<file path="config.mk">
export PLATFORM = sky130hd
export DESIGN_NAME = data_bus_arbiter
export DESIGN_NICKNAME = d
export VERILOG_FILES = /design/src/rtl/data_bus_arbiter.sv
export SDC_FILE = /design/constraint.sdc
export NUM_CORES = 1
export LEC_CHECK = 0
export CORE_MARGIN = 10
export CORE_UTILIZATION = 38
export DETAILED_ROUTE_END_ITERATION = 10
export GPL_TIMING_DRIVEN = 1
export PLACE_DENSITY = 0.7
export SYNTH_ARGS = -nofsm -noshare
export SYNTH_HDL_FRONTEND = slang
export SYNTH_SLANG_ARGS = --single-unit
</file>
<file path="constraint.sdc">
create_clock -name clk -period 2 [get_ports clk]
set_clock_uncertainty 0.1 [all_clocks]
set_input_delay 0.3 -clock clk [delete_from_list [all_inputs] [get_ports clk]]
set_output_delay 0.3 -clock clk [all_outputs]
set_load 0.01 [all_outputs]
</file>
<file path="src/rtl/data_bus_arbiter.sv">
// Round-robin owner/direction scheduler for the shared host <-> accelerator data bus.
// Grants bounded bursts with a turnaround cycle and drives the per-unit FIFO strobes.
module data_bus_arbiter #(
   parameter int unsigned BURST = 4,
   parameter int unsigned CNT_W = 4
) (
   input  logic       clk,
   input  logic       rst_n,
   input  logic [2:0] unit_en,
   input  logic [2:0] to_req,
   input  logic [2:0] to_full,
   input  logic [2:0] from_empty,
   input  logic [2:0] from_full,
   input  logic       sink_ready,
   output logic [2:0] grant,
   output logic       dir,
   output logic [2:0] to_push,
   output logic [2:0] from_pop,
   output logic       src_ack,
   output logic       sink_valid,
   output logic       busy
);

   typedef enum logic [1:0] {
      IDLE  = 2'd0,
      GRANT = 2'd1,
      XFER  = 2'd2
   } state_e;

   state_e             state_q;
   logic [2:0]         grant_q;
   logic               dir_q;
   logic [1:0]         ptr_q;
   logic [CNT_W-1:0]   cnt_q;
   logic [CNT_W-1:0]   cnt_d;

   logic [2:0]         to_ok;
   logic [2:0]         from_ok;
   logic [2:0]         elig;
   logic               pick_found;
   logic [1:0]         pick_idx;
   logic               dir_sel;
   logic [1:0]         gidx;
   logic               strobe;
   logic               last_beat;

   function automatic logic [1:0] inc3(input logic [1:0] v);
      return (v == 2'd2) ? 2'd0 : v + 2'd1;
   endfunction

   always_comb begin
      to_ok   = unit_en & to_req & ~to_full;
      from_ok = unit_en & ~from_empty & {3{sink_ready}};
      elig    = to_ok | from_ok;
   end

   // Scan starts one past the last owner so every eligible unit gets its turn.
   always_comb begin
      logic [1:0] cand;
      pick_found = 1'b0;
      pick_idx   = '0;
      cand       = inc3(ptr_q);
      for (int unsigned k = 0; k < 3; k++) begin
         if (!pick_found && elig[cand]) begin
            pick_found = 1'b1;
            pick_idx   = cand;
         end
         cand = inc3(cand);
      end
   end

   // Urgent drain wins the direction choice only inside the chosen unit.
   always_comb begin
      dir_sel = 1'b0;
      if (from_full[pick_idx] && from_ok[pick_idx]) begin
         dir_sel = 1'b0;
      end else if (to_ok[pick_idx]) begin
         dir_sel = 1'b1;
      end
   end

   always_comb begin
      gidx = 2'd0;
      if (grant_q[1]) begin
         gidx = 2'd1;
      end else if (grant_q[2]) begin
         gidx = 2'd2;
      end
   end

   always_comb begin
      to_push  = '0;
      from_pop = '0;
      if (state_q == XFER) begin
         if (dir_q) begin
            to_push = grant_q & to_ok;
         end else begin
            from_pop = grant_q & from_ok;
         end
      end
      strobe    = |(to_push | from_pop);
      cnt_d     = cnt_q + CNT_W'(1);
      last_beat = (cnt_d == CNT_W'(BURST));
   end

   always_ff @(posedge clk or negedge rst_n) begin
      if (!rst_n) begin
         state_q <= IDLE;
         grant_q <= '0;
         dir_q   <= 1'b0;
         ptr_q   <= 2'd2;
         cnt_q   <= '0;
      end else begin
         case (state_q)
            IDLE: begin
               if (pick_found) begin
                  grant_q <= 3'b001 << pick_idx;
                  dir_q   <= dir_sel;
                  cnt_q   <= '0;
                  state_q <= GRANT;
               end
            end
            GRANT: begin
               state_q <= XFER;
            end
            XFER: begin
               if (strobe) begin
                  cnt_q <= cnt_d;
               end
               // A stalled cycle or the final counted beat both close the burst.
               if (!strobe || last_beat) begin
                  ptr_q   <= gidx;
                  grant_q <= '0;
                  state_q <= IDLE;
               end
            end
            default: begin
               grant_q <= '0;
               state_q <= IDLE;
            end
         endcase
      end
   end

   assign grant      = grant_q;
   assign dir        = dir_q;
   assign src_ack    = |to_push;
   assign sink_valid = |from_pop;
   assign busy       = (state_q != IDLE);

   a_grant_onehot0: assert property (@(posedge clk) disable iff (!rst_n) $onehot0(grant_q));
   a_strobe_onehot0: assert property (@(posedge clk) disable iff (!rst_n) $onehot0(to_push | from_pop));
   a_strobe_in_xfer: assert property (@(posedge clk) disable iff (!rst_n)
      (|(to_push | from_pop)) |-> (state_q == XFER));

endmodule

</file>
[Word-level counts from Yosys, hierarchy flattened]
Index checks and enable logic that the tools add are counted.
Operators by class
  $add $sub $neg: 4
  $lt $le $gt $ge: 4
  eq/ne operators: 9
  shift operators: 1
  multiplexer cells: 38
  bitwise logic cells: 11
  reductions and logical operators: 18
Operator list (count)
  $mux 2: 10
  $and 3x3->3: 6
  $mux 3: 6
  $bmux 1 s2: 6
  $lt 2x3->1 const B: 4
  $mux 1: 11
  $pmux 3 s3: 1
  $reduce_or 3->1: 3
  $eq 2x2->1 const B: 4
  $mux 4: 2
  $pmux 4 s2: 1
  $add 2x1->2 const B: 3
  $not 3->3: 2
  $or 3x3->3: 2
  $pmux 2 s3: 1
  $reduce_and 2->1: 3
  $reduce_and 3->1: 2
  $add 4x1->4 const B: 1
  $eq 4x3->1 const B: 1
  $ne 2x2->1 const B: 2
  $reduce_bool 2->1: 2
  $logic_and 1x1->1: 3
  $logic_not 1->1: 3
  $shl 1x2->3 const A: 1
  other kinds (5): 5
Word-level totals
  flip-flop bits (word level): 12
  input bits: 18
  output and inout bits: 13
  word-level logic and storage cells: 90

[Longest topological paths before layout]
  depth in word-level cells: 17
  mapped depth: 6
  gate-level depth less buffers: 6

[Least setup slack after synthesis]
Ideal clock, no wire load.
  kind: register to register
  start point: register grant_q[2] (netlist: grant[2])
  end point: register ptr_q[0]
  setup time: 0.125 ns
  data arrival time: 1.654 ns
  required time: 1.775 ns
  slack: 0.121 ns
  stages on the path, launching flop included: 7
  buffers on the path: 0
  clock period less this slack: 1.879 ns
  path through: dfrtp_1 -> nand4b_1 -> a311oi_2 -> or2_4 -> nand3_4 -> nand3_2 -> mux2_4
On the way
  word-level cells in the longest chain between the ends: 8
  elaborated cells between the ends (all ways): 11
  those cells by class: mux: 4; bitwise: 3; reduce/logical: 4
Ends and longest elaborated chain
  from (decl): line 31  | logic [2:0] grant_q;
  from (signal assigned): line 117  | grant_q <= 3'b001 << pick_idx;
  $and 3x3->3, on equally long branches: line 96, 98
  $mux 3: line 95  | if (dir_q) begin
  $mux 3: line 94  | if (state_q == XFER) begin
  $or 3x3->3 *: line 101  | strobe = |(to_push | from_pop);
  $reduce_or 3->1 *: line 101
  $logic_not 1->1 *: line 131  | if (!strobe || last_beat) begin
  $logic_or 1x1->1 *: line 131
  $reduce_and 2->1 (no line) *
  to (signal assigned): line 132  | ptr_q <= gidx;
  to (decl): line 33  | logic [1:0] ptr_q;
Every way passes the cells marked *; elsewhere a longest branch is shown, timed or not.
A chain may end at the register's enable or synchronous reset.

[Worst setup path in the final report]
  start point: input port unit_en[2]
  end point: register ptr_q[0]
On the way
  word-level cells in the longest chain between the ends: 10
  elaborated cells between the ends (all ways): 15
  those cells by class: mux: 4; bitwise: 7; reduce/logical: 4
Ends and longest elaborated chain
  from (decl): line 9  | input logic [2:0] unit_en,
  $and 3x3->3, on equally long branches (2 in series): line 52, 53
  $and 3x3->3, on equally long branches: line 96, 98
  $mux 3: line 95
  $mux 3: line 94
  $or 3x3->3 *: line 101
  $reduce_or 3->1 *: line 101
  $logic_not 1->1 *: line 131
  $logic_or 1x1->1 *: line 131
  $reduce_and 2->1 (no line) *
Marked as above.

==> results by group <==
Drt
  – Initial DRC count: 23
  – Routed WL: 2750 µm
  – # DRC: 0
  – DR vias/cell: 5.27
  – Final antenna-violating net count: 0
  – Per-cell routed wire length: 15.5 µm
  – First drt pass iteration count: 4
  – Routed vias: 932

Global route
  – First-pass GRT wire length: 4760 µm
  – Total GRT Usage: 13.7%
  – GR Util met2: 26.9%
  – Largest net degree at the start of global routing: 13
  – Initial antenna violation count: 0
  – GR Layer Usage met1: 13.0%
  – Met3 Track Usage GR: 4.46%
  – Vias in the first global route: 1,024
  – GR peak layer: met2
  – GR Overflow Total: 0

Pwr
  – Final Total Pwr: 1180 µW
  – Worst vdd ir: 0.000786 V
  – PD cells: 850 mW/mm²
  – Static leakage power: 0.000627 µW

Logic synthesis
  – Synth Instances: 94
  – Syn Std Cell Area: 866 µm²
  – Synth top area share: 31.8%
  – Synth area leader: dfrtp_1
  – Synth Register Bits: 12
  – Top FF cell, synth: dfrtp_1
  – Synth Area per Inst: 9.21 µm²
  – Post-synth ARST share: 100%
  – EDFF count, synth: 0
  – Top cells by area, synth: dfrtp_1, nand4b_1, nor2b_1, o21ai_0, dfstp_2
  – Register area share after synthesis: 34.8%
  – Net Count, Synth: 114
  – Synth cell types: 37
  – Synth Warn #: 0

Timing
  – RSZ-0062 raised after global routing: yes
  – Fin. max-slew vios: 0
  – Final worst path period need: 1950 ps
  – Final setup fails: 0
  – Rel. slew slack: 62.2%
  – Final Hold Fails: 0
  – Final hold slack: 272 ps
  – Worst Max-Slew Pin Slew: 565 ps
  – Max frequency: 0.513 GHz
  – Tcrit/Tclk final: 97.6%

Clock tree
  – CTS Buf Count: 3
  – Root Driver: clkbuf_4
  – CTS H-tree lvls: 1
  – TritonCTS clock tree: done
  – Reg clk slew, reported paths: 80 ps
  – Clk_lat worst skew: 290 ps
  – Number of setup buffers added after CTS: 0
  – # clock sinks: 12
  – Maximum clock path buffer count: 2

Worst setup path
  – Critical path endpoint category: flip-flop
  – Worst R2R End: ptr_q[0]
  – Reg2Reg Setup Slack: 90 ps
  – Worst-path maximum fanout: 3
  – Slowest CP cell: clkdlybuf4s50_1
  – R2r startpoint: cnt_q[0]
  – Worst reg2reg path depth: 5
  – CP Class: input port to flip-flop
  – Crit path from: unit_en[2]
  – CP peak stage delay: 500 ps
  – Worst EP required: 2080 ps
  – Cell Chain, Critical Path: clkdlybuf4s50_1 > nand4b_1 > a311oi_2 > buf_4 > or2_4 > nand3_4 > nand3_2 > mux2_4
  – Critical Path Stages: 8
  – Critical Path AT: 2030 ps
  – CP bufs+invs: 2
  – Critical Path Source Type: input port
  – Crit-path leading delay family: buffers and inverters
  – Setup crit end: ptr_q[0]

Job
  – Maxcap violations: 0

Die
  – Starting Density: 39.5%
  – Die Span Y: 67.7 µm
  – Core Region: 0.00219 mm²
  – Rows: 17
  – Die Area: 0.00459 mm²
  – Die X: 67.7 µm
  – I/O Pins: 31

Cells and area
  – Footprint of the multi-input gates: 541 µm²
  – Area grow syn2layout: 59.7%
  – Final Instance Area: 0.00138 mm²
  – Nets: 170
  – Register area: 303 µm²
  – Layout cell share with drive strength beyond 1: 28.2%
  – Fill count: 196
  – Diodes inserted: 0

Outcome
  – Status: finished, final reports clean

Min path
  – Worst Hold Class: input port to asynchronous set/reset pin

Place
  – RePlAce Congestion: 0.863
  – Placed Instance Area: 0.00136 mm²
  – Number of I/O port buffers: 30
  – Post-DP HPWL: 2360 µm
-- state kept, by name (all words and copies together) (netlist names) --
| register | cells |
|---|---|
| state_q | 2 |
| grant | 3 |
| cnt_q | 4 |
| ptr_q | 2 |
| dir | 1 |
-- worst min-delay path by stage --
stage,depth (start not counted),start,end
after floorplan,0,rst_n,cnt_q[0]
after global placement,1,cnt_q[2],cnt_q[2]
after detailed placement,1,cnt_q[2],cnt_q[2]
after CTS,1,rst_n,cnt_q[2]
after global routing,1,rst_n,cnt_q[2]
final,1,rst_n,state_q[0]
-- per-stage QoR --
stage	cells	TNS [ps]	setup slack, ps	util (%)
after floorplan	94	0	121	-
after global placement	173	-3270	-293	62.2
after detailed placement	173	-4220	-344	62.2
after CTS	177	0	16.3	63.5
after global routing	177	-28.1	-28.1	63.1
final	177	0	48.9	63.1
-- metal layers --
metal  part of all wire [%]  wire [µm]
met1                     38       1030
met5                      0          0
met3                    4.4        121
met2                     57       1550
met4                    1.4         38
-- synthesized netlist by cell type (2+ instances only) --
cell      instances
o21ai_1           3
ha_1              2
o21ai_2           2
nor2_1            7
nor2b_1           7
nor3_1            4
nand2_1           7
o22ai_1           2
dfrtp_1          11
o21ai_0           6
a211oi_1          2
mux2i_1           2
xor2_1            2
inv_1             4
a21o_1            3
a31oi_1           2
nand4b_1          7
nand2b_1          2
-- cells in the final DEF (no fill, tap or decap), types with 2 or more instances in the layout --
| cell | synthesis | layout |
|---|---|---|
| nor2_1 | 7 | 6 |
| o21ai_0 | 6 | 6 |
| dfrtp_1 | 11 | 10 |
| nand4b_1 | 7 | 7 |
| o22ai_1 | 2 | 2 |
| nor3_1 | 4 | 4 |
| clkbuf_4 | 0 | 3 |
| ha_1 | 2 | 2 |
| a21o_1 | 3 | 3 |
| xor2_1 | 2 | 2 |
| inv_1 | 4 | 4 |
| clkdlybuf4s50_1 | 0 | 20 |
| a211oi_1 | 2 | 2 |
| mux2i_1 | 2 | 2 |
| o21ai_2 | 2 | 2 |
| o21ai_1 | 3 | 3 |
| buf_4 | 1 | 23 |
| nand2b_1 | 2 | 2 |
| dlygate4sd2_1 | 0 | 8 |
| a31oi_1 | 2 | 2 |
| nand2_1 | 7 | 7 |
| nor2b_1 | 7 | 7 |
-- where the power goes --
part           internal, µW  switching (µW)  total (µW)
Clock                   111            89.6         201
Sequential              325             102         427
Combinational           295             253         548
Total                   730             445        1180
-- timing repair --
action	CTS	global route
pin swaps	1	1
hold buffers	0	0
resized for setup	14	3
gates cloned	0	0
endpoints found under the setup margin	10	6
-- area by class of cell --
| cell class | count | share of cell area (%) |
|---|---|---|
| Clock buffer | 4 | 2.62 |
| Tap cell | 28 | 2.53 |
| Timing Repair Buffer | 53 | 32.8 |
| Inverter | 4 | 1.09 |
| Sequential cell | 12 | 21.9 |
| Multi-Input combinational cell | 76 | 39.1 |
-- worst register-to-register path, delay by kind of cell (launching register included) --
family	cells	cell delay, ps
AND/OR/NAND/NOR	3	760
flip-flops	1	440
adder cells (fa/ha/maj)	1	200
multiplexers	1	310
-- logic make-up (layout without fill, tap and decap cells) --
logic type                 after synthesis  count (layout)  share of synthesized area (%)
adders and majority gates                2               2                           2.89
DFF                                     12              12                           34.8
buffers and inverters                    6              61                           3.03
AOI/OAI and AO/OA                       28              28                           23.6
muxes                                    3               3                           4.05
and+or+nand+nor                         41              41                           29.6
xor gates and xnor gates                 2               2                           2.02
(Power assumes the default switching activity.)
==> RTL edit: new RTL, same settings <==
`CNT_W`: 4 -> 5.
--- a/src/rtl/data_bus_arbiter.sv
+++ b/src/rtl/data_bus_arbiter.sv
@@ -2,7 +2,7 @@
 // Grants bounded bursts with a turnaround cycle and drives the per-unit FIFO strobes.
 module data_bus_arbiter #(
    parameter int unsigned BURST = 4,
-   parameter int unsigned CNT_W = 4
+   parameter int unsigned CNT_W = 5
 ) (
    input  logic       clk,
    input  logic       rst_n,
Function: no difference found for any inputs over 10 cycles, from zero or initial values and one cycle with rst_n low; that may be too few to reach the edited logic, so the function may still have changed.
==> RTL edit against the original RTL <==
  * Setup slack gained 0.014 ns
  * Critical path depth shrank 4
  * Hold slack gained 0.022 ns
  * Power grew 1.7%
  * Non-clock buffer count grew 3
  * Wire length grew 6.2%
  * Sequential power shrank 4%
  * Final area grew 6.4%
  * Area after synthesis grew 6.5%
  * Maximum frequency grew 0.74%
  * Sequential cell count grew 1
  * Synthesized cell count grew 1.1%
==> RTL edit: results <==
metrics = {
    "global_route": {
        "grt_pass1_vias": 979,
        "grt_pass1_wl_mm": 4.92,
        "grt_max_degree": 14,
        "grt_antenna_before_repair": 0,
        "track_usage": 0.120,
    },
    "synthesis": {
        "synth_cell_type_count": 39,
        "syn-num-nets": 114,
        "async_flop_share": 1.00,
        "ys_top_cells_by_count": "dfrtp_1 (12), nor2_1 (9), nand3_1 (8)",
        "yosysWarningCount": 0,
        "synth_top_flop_cell": "dfrtp_1",
        "yosysSeqAreaShare": 0.354,
        "synth_cells": 95,
        "synth_area_leaders": "dfrtp_1 (33%), nand4b_1 (4.7%), nand3_1 (4.3%)",
    },
    "clocking": {
        "clock_latency_ns": 0.27,
        "clkTransAtPathRegs_ns": 0.08,
        "numCtsBuffers": 3,
        "htree_levels": 1,
        "cts_buffer_depth": 2,
        "cts-root-buf": "clkbuf_4",
    },
    "critical_path": {
        "slowest_delay_ns": 0.50,
        "regToRegEndpoint": "ptr_q[0]",
        "cp-endpoint": "src_ack",
        "r2r_cells": 7,
        "cp-startpoint": "to_req[2]",
        "reg2reg_slack_ns": 0.07,
        "crit_fanout": 2,
        "timing.rr.start": "grant[0]",
    },
    "drt": {
        "drt_iter0_markers": 71,
        "routed_wl_mm": 2.92,
        "wire_per_inst_um": 16.0,
        "drc": 0,
        "drt-pass1-iter-count": 4,
        "via_per_inst": 5.41,
    },
    "cells_and_area": {
        "top_register": "cnt_q",
        "num_antenna_cells": 0,
        "largest_reg_flops": 5,
        "layout-drive-gt1-share": 0.325,
    },
    "power": {
        "ir_drop_mv": 0.596,
        "p_leak_nw": 0.672,
    },
    "hold_path": {
        "hold_class": "input pin to async pin",
    },
    "timing": {
        "tightestPinTransition_ns": 0.575,
    },
    "run_status": {
        "status": "finished, final reports clean",
    },
    "placed_design": {
        "globalplace.congestion": 0.912,
        "dp_hpwl_mm": 2.29,
    },
}
[RTL edit: changes by cell type after synthesis, moves of 3 or more]
cell,unedited run,this run
nand3_1,1,8
nor2b_1,7,2
a21o_1,3,0
a21oi_1,1,4
nand2b_1,2,5
o2111ai_1,0,3
o21ai_1,3,0
[RTL edit: worst reg2reg max path, delay by kind of cell (launching register included)]
| family | cells | cell delay [ns] |
|---|---|---|
| flops | 1 | 0.42 |
| compound gates | 2 | 0.37 |
| buf+inv | 2 | 0.36 |
| mux | 1 | 0.33 |
| simple gates | 2 | 0.24 |
[RTL edit: what timing repair did]
action,4_1_cts,5_1_grt
buffers inserted,5,0
pin swaps,7,1
resized for setup,21,5
endpoints found under the setup margin,16,12
cloned,0,0
[RTL edit: power breakdown]
group	switching [mW]	internal [mW]	total, mW
logic	0.287	0.344	0.631
clock network	0.0771	0.0771	0.154
registers	0.0776	0.333	0.410
total	0.442	0.754	1.20
[RTL edit: kinds of logic after synthesis]
family | after synthesis | share of synthesized area
fa+ha+maj | 1 | 0.0136
compound gates | 26 | 0.248
flops | 13 | 0.354
simple gates | 49 | 0.339
buf+inv | 4 | 0.0204
mux | 2 | 0.0244
[RTL edit: per-layer routing]
metal  track usage  share of wire  vias up
met4        0.0621          0.023        0
met1         0.147           0.46      462
li1              -              -      485
met2         0.195           0.48       34
met3        0.0185          0.037        4
met5             0              0        -
[RTL edit: per-stage QoR]
step	cell area [um^2]	setup WS, ns	TNS, ns	power (mW)
floorplan	922	0.220	0	0.704
global placement	1410	-0.425	-4.53	1.02
detailed placement	1410	-0.437	-4.88	1.03
CTS	1470	0.00358	0	1.21
global route	1470	-0.00308	-0.00308	1.28
finish	1470	0.0632	0	1.20
[RTL edit: how the worst min path moves through the flow]
| stage | cells past startpoint | startpoint | slack (ns) | to |
|---|---|---|---|---|
| 6_report | 1 | rst_n | 0.29 | cnt_q[4] |
| 3_3_place_gp | 1 | cnt_q[4] | 0.37 | cnt_q[4] |
| 3_5_place_dp | 1 | cnt_q[4] | 0.39 | cnt_q[4] |
| 2_1_floorplan | 0 | rst_n | -0.1 | cnt_q[0] |
| 4_1_cts | 1 | rst_n | 0.31 | state_q[1] |
| 5_1_grt | 1 | rst_n | 0.33 | state_q[1] |
[RTL edit: final cells by class]
cell class	count	area, um^2
Tap cell	28	35.0
Sequential cell	13	327
Timing Repair Buffer	56	484
Clock buffer	4	26.3
Fill cell	186	783
Inverter	3	11.3
Multi-Input combinational cell	78	588
